$ cat src/rtl/seg_pipe_adder_pkg.sv
// seg_pipe_adder_pkg: shared sizing helper and flag bundle for the segmented adder
package seg_pipe_adder_pkg;

   function automatic int calc_nseg(input int width, input int seg);
      return width / seg;
   endfunction

   typedef struct packed {
      logic cout;
      logic ovf;
      logic zero;
   } flags_t;

endpackage

$ cat src/rtl/seg_ripple_add.sv
// seg_ripple_add: combinational SEG-bit ripple adder built from full-adder cells
module seg_ripple_add
   import seg_pipe_adder_pkg::*;
#(
   parameter int SEG = 8
) (
   input  logic [SEG-1:0] a_i,
   input  logic [SEG-1:0] b_i,
   input  logic           c_i,
   output logic [SEG-1:0] s_o,
   output logic           c_o
);

   logic [SEG:0] c;

   assign c[0] = c_i;
   assign c_o  = c[SEG];

   for (genvar i = 0; i < SEG; i++) begin : g_fa
      assign s_o[i]   = a_i[i] ^ b_i[i] ^ c[i];
      assign c[i+1]   = (a_i[i] & b_i[i]) | (c[i] & (a_i[i] ^ b_i[i]));
   end

endmodule

$ cat src/rtl/seg_pipe_adder.sv
// seg_pipe_adder: pipelined add/sub resolving one SEG-bit segment per stage, valid/ready with global stall
module seg_pipe_adder
   import seg_pipe_adder_pkg::*;
#(
   parameter int WIDTH = 32,
   parameter int SEG   = 8
) (
   input  logic             clk,
   input  logic             rst_n,
   input  logic             in_valid,
   output logic             in_ready,
   input  logic [WIDTH-1:0] A,
   input  logic [WIDTH-1:0] B,
   input  logic             CIN,
   input  logic             SUB,
   output logic             out_valid,
   input  logic             out_ready,
   output logic [WIDTH-1:0] SUM,
   output logic             COUT,
   output logic             OVF,
   output logic             ZERO
);

   localparam int NSEG = calc_nseg(WIDTH, SEG);

   if (WIDTH % SEG != 0) begin : g_bad_seg
      $error("seg_pipe_adder: WIDTH must be a multiple of SEG");
   end

   logic             adv;
   logic [WIDTH-1:0] a_in [NSEG];
   logic [WIDTH-1:0] b_in [NSEG];
   logic [WIDTH-1:0] s_in [NSEG];
   logic             c_in [NSEG];
   logic             v_in [NSEG];
   logic             out_valid_q;
   logic [WIDTH-1:0] sum_q;
   flags_t           flags_q;

   // the whole pipe moves together; only a held result blocks it
   assign adv      = !out_valid_q || out_ready;
   assign in_ready = adv;

   // stage 0 sees the conditioned operands directly; subtraction is A + ~B + 1 with the borrow folded into the carry
   assign a_in[0] = A;
   assign b_in[0] = SUB ? ~B : B;
   assign c_in[0] = CIN ^ SUB;
   assign s_in[0] = '0;
   assign v_in[0] = in_valid;

   for (genvar k = 0; k < NSEG; k++) begin : g_stage
      logic [SEG-1:0]   seg_s;
      logic             seg_c;
      logic [WIDTH-1:0] s_d;

      seg_ripple_add #(.SEG(SEG)) u_add (
         .a_i(a_in[k][k*SEG +: SEG]),
         .b_i(b_in[k][k*SEG +: SEG]),
         .c_i(c_in[k]),
         .s_o(seg_s),
         .c_o(seg_c)
      );

      // splice this stage's segment into the partial sum carried by the token
      always_comb begin
         s_d = s_in[k];
         s_d[k*SEG +: SEG] = seg_s;
      end

      if (k < NSEG - 1) begin : g_mid
         logic             v_q;
         logic             c_q;
         logic [WIDTH-1:0] a_q;
         logic [WIDTH-1:0] b_q;
         logic [WIDTH-1:0] s_q;

         // shift the token one stage; datapath only loads for real tokens so idle operands leave no trace
         always_ff @(posedge clk or negedge rst_n) begin
            if (!rst_n) begin
               v_q <= 1'b0;
               c_q <= 1'b0;
               a_q <= '0;
               b_q <= '0;
               s_q <= '0;
            end else if (adv) begin
               v_q <= v_in[k];
               if (v_in[k]) begin
                  c_q <= seg_c;
                  a_q <= a_in[k];
                  b_q <= b_in[k];
                  s_q <= s_d;
               end
            end
         end

         assign a_in[k+1] = a_q;
         assign b_in[k+1] = b_q;
         assign c_in[k+1] = c_q;
         assign s_in[k+1] = s_q;
         assign v_in[k+1] = v_q;
      end else begin : g_last
         flags_t flags_d;

         // flags derive from the completed sum and the operand sign bits
         always_comb begin
            flags_d      = '0;
            flags_d.cout = seg_c;
            flags_d.ovf  = (a_in[k][WIDTH-1] == b_in[k][WIDTH-1]) && (s_d[WIDTH-1] != a_in[k][WIDTH-1]);
            flags_d.zero = ~|s_d;
         end

         // result register; holds SUM and flags steady while the consumer stalls
         always_ff @(posedge clk or negedge rst_n) begin
            if (!rst_n) begin
               out_valid_q <= 1'b0;
               sum_q       <= '0;
               flags_q     <= '0;
            end else if (adv) begin
               out_valid_q <= v_in[k];
               if (v_in[k]) begin
                  sum_q   <= s_d;
                  flags_q <= flags_d;
               end
            end
         end
      end
   end

   assign out_valid = out_valid_q;
   assign SUM       = sum_q;
   assign COUT      = flags_q.cout;
   assign OVF       = flags_q.ovf;
   assign ZERO      = flags_q.zero;

endmodule

$ cat config.mk
export PLATFORM = sky130hd
export DESIGN_NAME = seg_pipe_adder
export DESIGN_NICKNAME = d
export VERILOG_FILES = /design/src/rtl/seg_pipe_adder_pkg.sv /design/src/rtl/seg_ripple_add.sv /design/src/rtl/seg_pipe_adder.sv
export SDC_FILE = /design/constraint.sdc
export NUM_CORES = 1
export LEC_CHECK = 0
export ABC_AREA = 0
export CORE_UTILIZATION = 53
export DETAILED_ROUTE_END_ITERATION = 8
export HOLD_SLACK_MARGIN = 0.15
export PLACE_DENSITY_LB_ADDON = 0.3
export SKIP_CTS_REPAIR_TIMING = 1
export SYNTH_ARGS = -nofsm -noshare
export SYNTH_HDL_FRONTEND = slang
export SYNTH_SLANG_ARGS = --single-unit
$ cat constraint.sdc
create_clock -name clk -period 5.47 [get_ports clk]
set_clock_uncertainty 0.1 [all_clocks]
set_input_delay 1.094 -clock clk [delete_from_list [all_inputs] [get_ports clk]]
set_output_delay 1.094 -clock clk [all_outputs]
set_load 0.02 [all_outputs]
==> impl_metrics.sql <==
INSERT INTO impl_metrics (metric_group, metric, value, unit) VALUES
('worst_setup_path', 'type_of_destination_of_the_critical_path', 'register', ''),
('synth', 'synth_xor_area_frac', '0.0366', ''),
('final_layout', 'final_net_count', '768', ''),
('final_layout', 'mostFrequentLayoutCells', '186 x dfrtp_1, 113 x mux2_2, 104 x clkdlybuf4s50_1, 44 x a21oi_1, 37 x o21ai_0', ''),
('drt', 'final_antenna_net_count', '0', ''),
('synth', 'yosysSeqAreaShare', '0.572', ''),
('hold_path', 'hold_path_end', 'g_stage[2].g_mid.a_q[31]', ''),
('global_route', 'grtUsageTotal', '0.214', ''),
('timing', 'timing.final.crit_share', '0.880', ''),
('worst_setup_path', 'kind_of_start_point_of_the_critical_path', 'primary input', ''),
('drt', 'vias_per_cell', '5.42', ''),
('synth', 'mappedNetlistNets', '668', ''),
('cts', 'htree_num_levels', '4', ''),
('placed_design', 'routability_driven_placement_congestion_ratio', '0.774', ''),
('final_layout', 'seqCellArea', '4650', 'sq um'),
('global_route', 'via_count_of_the_first_global_routing_pass', '5047', ''),
('floorplanning', 'core_area', '14800', 'sq um'),
('global_route', 'globalRouteOverflowTotal', '0', ''),
('floorplanning', 'initial_utilization', '0.552', ''),
('final_layout', 'num-fill-cells', '1086', ''),
('placed_design', 'dpl.cell_count', '830', ''),
('drt', 'drt_drc_violations_left', '0', ''),
('floorplanning', 'die_w', '126', 'um'),
('synth', 'synthAdderAreaFrac', '0.0802', ''),
('synth', 'synth.ff_latch_count', '186', ''),
('synth', 'synth_compound_area_frac', '0.0518', ''),
('timing', 'setup_violation_total_in_the_final_timing_report', '0', ''),
('final_layout', 'antenna-diode-count', '0', ''),
('timing', 'final.min_clock_period', '4.81', 'ns'),
('worst_setup_path', 'crit_required', '5.68', 'ns'),
('timing', 'max-slew-margin-rel', '0.168', ''),
('hold_path', 'worstHoldPathCells', '1', ''),
('worst_setup_path', 'rrSetupSlack', '1.22', 'ns'),
('drt', 'post_drt_wl_per_cell', '18.0', 'um'),
('timing', 'finalMaxSlewViolations', '0', ''),
('final_layout', 'layout-drive-gt1-share', '0.253', ''),
('timing', 'timing_hold_violations_final', '0', ''),
('synth', 'area_fraction_in_and_or_nand_and_nor_cells_after_synthesis', '0.0157', ''),
('timing', 'totalNegativeSetupSlack', '0', 'ns'),
('status', 'status', 'complete, no violations', ''),
('synth', 'post_synth_instance_area', '8140', 'sq um'),
('synth', 'synthesis.yosys.warnings', '0', ''),
('global_route', 'grt_max_degree', '106', ''),
('worst_setup_path', 'reg2reg_from', 'g_stage[2].g_mid.b_q[24]', ''),
('final_layout', 'fin_area', '9800', 'sq um'),
('timing', 'worstMarginPinSlew', '1.24', 'ns'),
('cts', 'worst_skew_pair.late_latency', '0.43', 'ns'),
('drt', 'first_pass_iters', '4', ''),
('cts', 'clock_sink_count', '186', ''),
('floorplanning', 'row_count', '44', ''),
('final_layout', 'multiInputGateArea', '3160', 'sq um'),
('cts', 'cts_made_buffers', '17', ''),
('global_route', 'grt_antenna_before_repair', '0', ''),
('worst_setup_path', 'crit_path_max_fanout', '1', ''),
('worst_setup_path', 'timing.rr.end', 'ZERO', ''),
('cts', 'worst_setup_hold_path_clk_slew', '0.06', 'ns'),
('floorplanning', 'ioPinCount', '107', ''),
('synth', 'synth_top_family_by_area', 'multiplexers', ''),
('synth', 'syn_area_per_cell', '14.4', 'sq um'),
('worst_setup_path', 'timing.setup.critical_path_class', 'in2reg', ''),
('final_layout', 'flow.area_growth_from_synthesis', '20.4', '%'),
('cts', 'clk_path_buf_depth', '2', ''),
('synth', 'netlist_instances', '565', ''),
('drt', 'detail_route.wirelength', '15500', 'um'),
('synth', 'synth.distinct_cells', '25', ''),
('timing', 'fmax', '208', 'MHz'),
('pwr', 'peakVddDrop', '0.000293', 'V'),
('hold_path', 'hold_start', 'g_stage[1].g_mid.a_q[31]', ''),
('global_route', 'first_pass_grt_wire_length', '26000', 'um'),
('pwr', 'pwr_density_cell', '588', 'nW/um^2'),
('placed_design', 'port-buffer-count', '106', '');
## through the flow
| step | power, mW | utilization | hold slack, ns | worst slack, ns |
|---|---|---|---|---|
| 6_report | 5.76 | 0.664 | 0.402 | 0.657 |
| 5_1_grt | 6.12 | 0.664 | 0.412 | 0.458 |
| 4_1_cts | 5.81 | 0.664 | 0.407 | 0.636 |
| 3_5_place_dp | 4.68 | 0.629 | 0.389 | 0.191 |
| 3_3_place_gp | 4.55 | 0.629 | 0.379 | 0.336 |
| 2_1_floorplan | 3.86 | - | 0.366 | 0.334 |
## layer usage
metal,routed length [um],vias to the layer above,part of all wire,GRT usage
met5,0,-,0,0
met3,571,15,0.037,0.0433
met1,7010,2421,0.45,0.287
li1,-,2117,-,-
met4,169,0,0.011,0.0808
met2,7740,110,0.50,0.348
## final cells by class
class                   count  share of cell area
clock buffers              28              0.0527
inverters                  37              0.0144
multi-input cells         312               0.322
clock inverters             2             0.00102
repair buffers            111               0.112
flip-flops and latches    186               0.475
well taps                 184              0.0235
## worst max path at each step
| stage | from | endpoint | slack (ns) | depth (start not counted) |
|---|---|---|---|---|
| floorplan | SUB | g_stage[0].g_mid.s_q[7] | 0.33 | 14 |
| global placement | CIN | g_stage[0].g_mid.s_q[7] | 0.34 | 13 |
| detailed placement | CIN | g_stage[0].g_mid.s_q[7] | 0.19 | 13 |
| CTS | CIN | g_stage[0].g_mid.s_q[7] | 0.64 | 13 |
| global route | CIN | g_stage[0].g_mid.s_q[7] | 0.46 | 13 |
| finish | CIN | g_stage[0].g_mid.s_q[7] | 0.66 | 13 |
## critical path: stages
cell,delay (ns)
clkdlybuf4s50_1,0.48
xor2_1,0.23
fa_1,0.25
fa_1,0.17
inv_1,0.05
fa_1,0.41
fa_1,0.42
fa_1,0.42
fa_1,0.39
fa_1,0.37
inv_1,0.07
fa_1,0.40
mux2_4,0.26
## power breakdown
part,internal (mW),total (mW),switching (mW)
sequential,2.01,2.41,0.403
clock,0.636,1.11,0.471
combinational,1.21,2.24,1.03
total,3.86,5.76,1.91
## cell usage after synthesis
| master | count | area share |
|---|---|---|
| clkbuf_1 | 8 | 0.0037 |
| mux2_4 | 22 | 0.041 |
| o21ai_0 | 37 | 0.023 |
| mux2_2 | 113 | 0.16 |
| ha_1 | 1 | 0.0015 |
| a21oi_1 | 44 | 0.027 |
| nand2_1 | 5 | 0.0023 |
| nand3_1 | 4 | 0.0025 |
| nand4_1 | 2 | 0.0015 |
| nor2b_4 | 1 | 0.0017 |
| dfrtp_1 | 186 | 0.57 |
| xnor2_1 | 27 | 0.029 |
| inv_4 | 1 | 0.00077 |
| nor4_1 | 7 | 0.0054 |
| nand2_2 | 1 | 0.00077 |
| o41ai_1 | 1 | 0.0011 |
| nor2_1 | 1 | 0.00046 |
| inv_1 | 36 | 0.017 |
| mux2i_1 | 5 | 0.0061 |
| o31ai_1 | 1 | 0.00092 |
| xor2_1 | 7 | 0.0075 |
| fa_1 | 32 | 0.079 |
| buf_6 | 8 | 0.011 |
| and2_4 | 1 | 0.0011 |
| buf_2 | 14 | 0.0086 |
## registers in the layout (all words and copies together), names as in the netlist
signal / flops
SUM: 32
ZERO: 1
out_valid: 1
OVF: 1
g_stage.g_mid.v_q: 3
COUT: 1
g_stage.g_mid.c_q: 3
g_stage.g_mid.a_q: 48
g_stage.g_mid.b_q: 48
g_stage.g_mid.s_q: 48
## cell families (layout without fill, tap and decap cells)
family | Yosys count | count (layout)
DFF | 186 | 186
muxes | 140 | 140
AOI/OAI and AO/OA | 83 | 83
buffers and inverters | 67 | 178
xor gates and xnor gates | 34 | 34
adders and majority gates | 33 | 33
and+or+nand+nor | 22 | 22
Power figures use the tool's default switching activity.
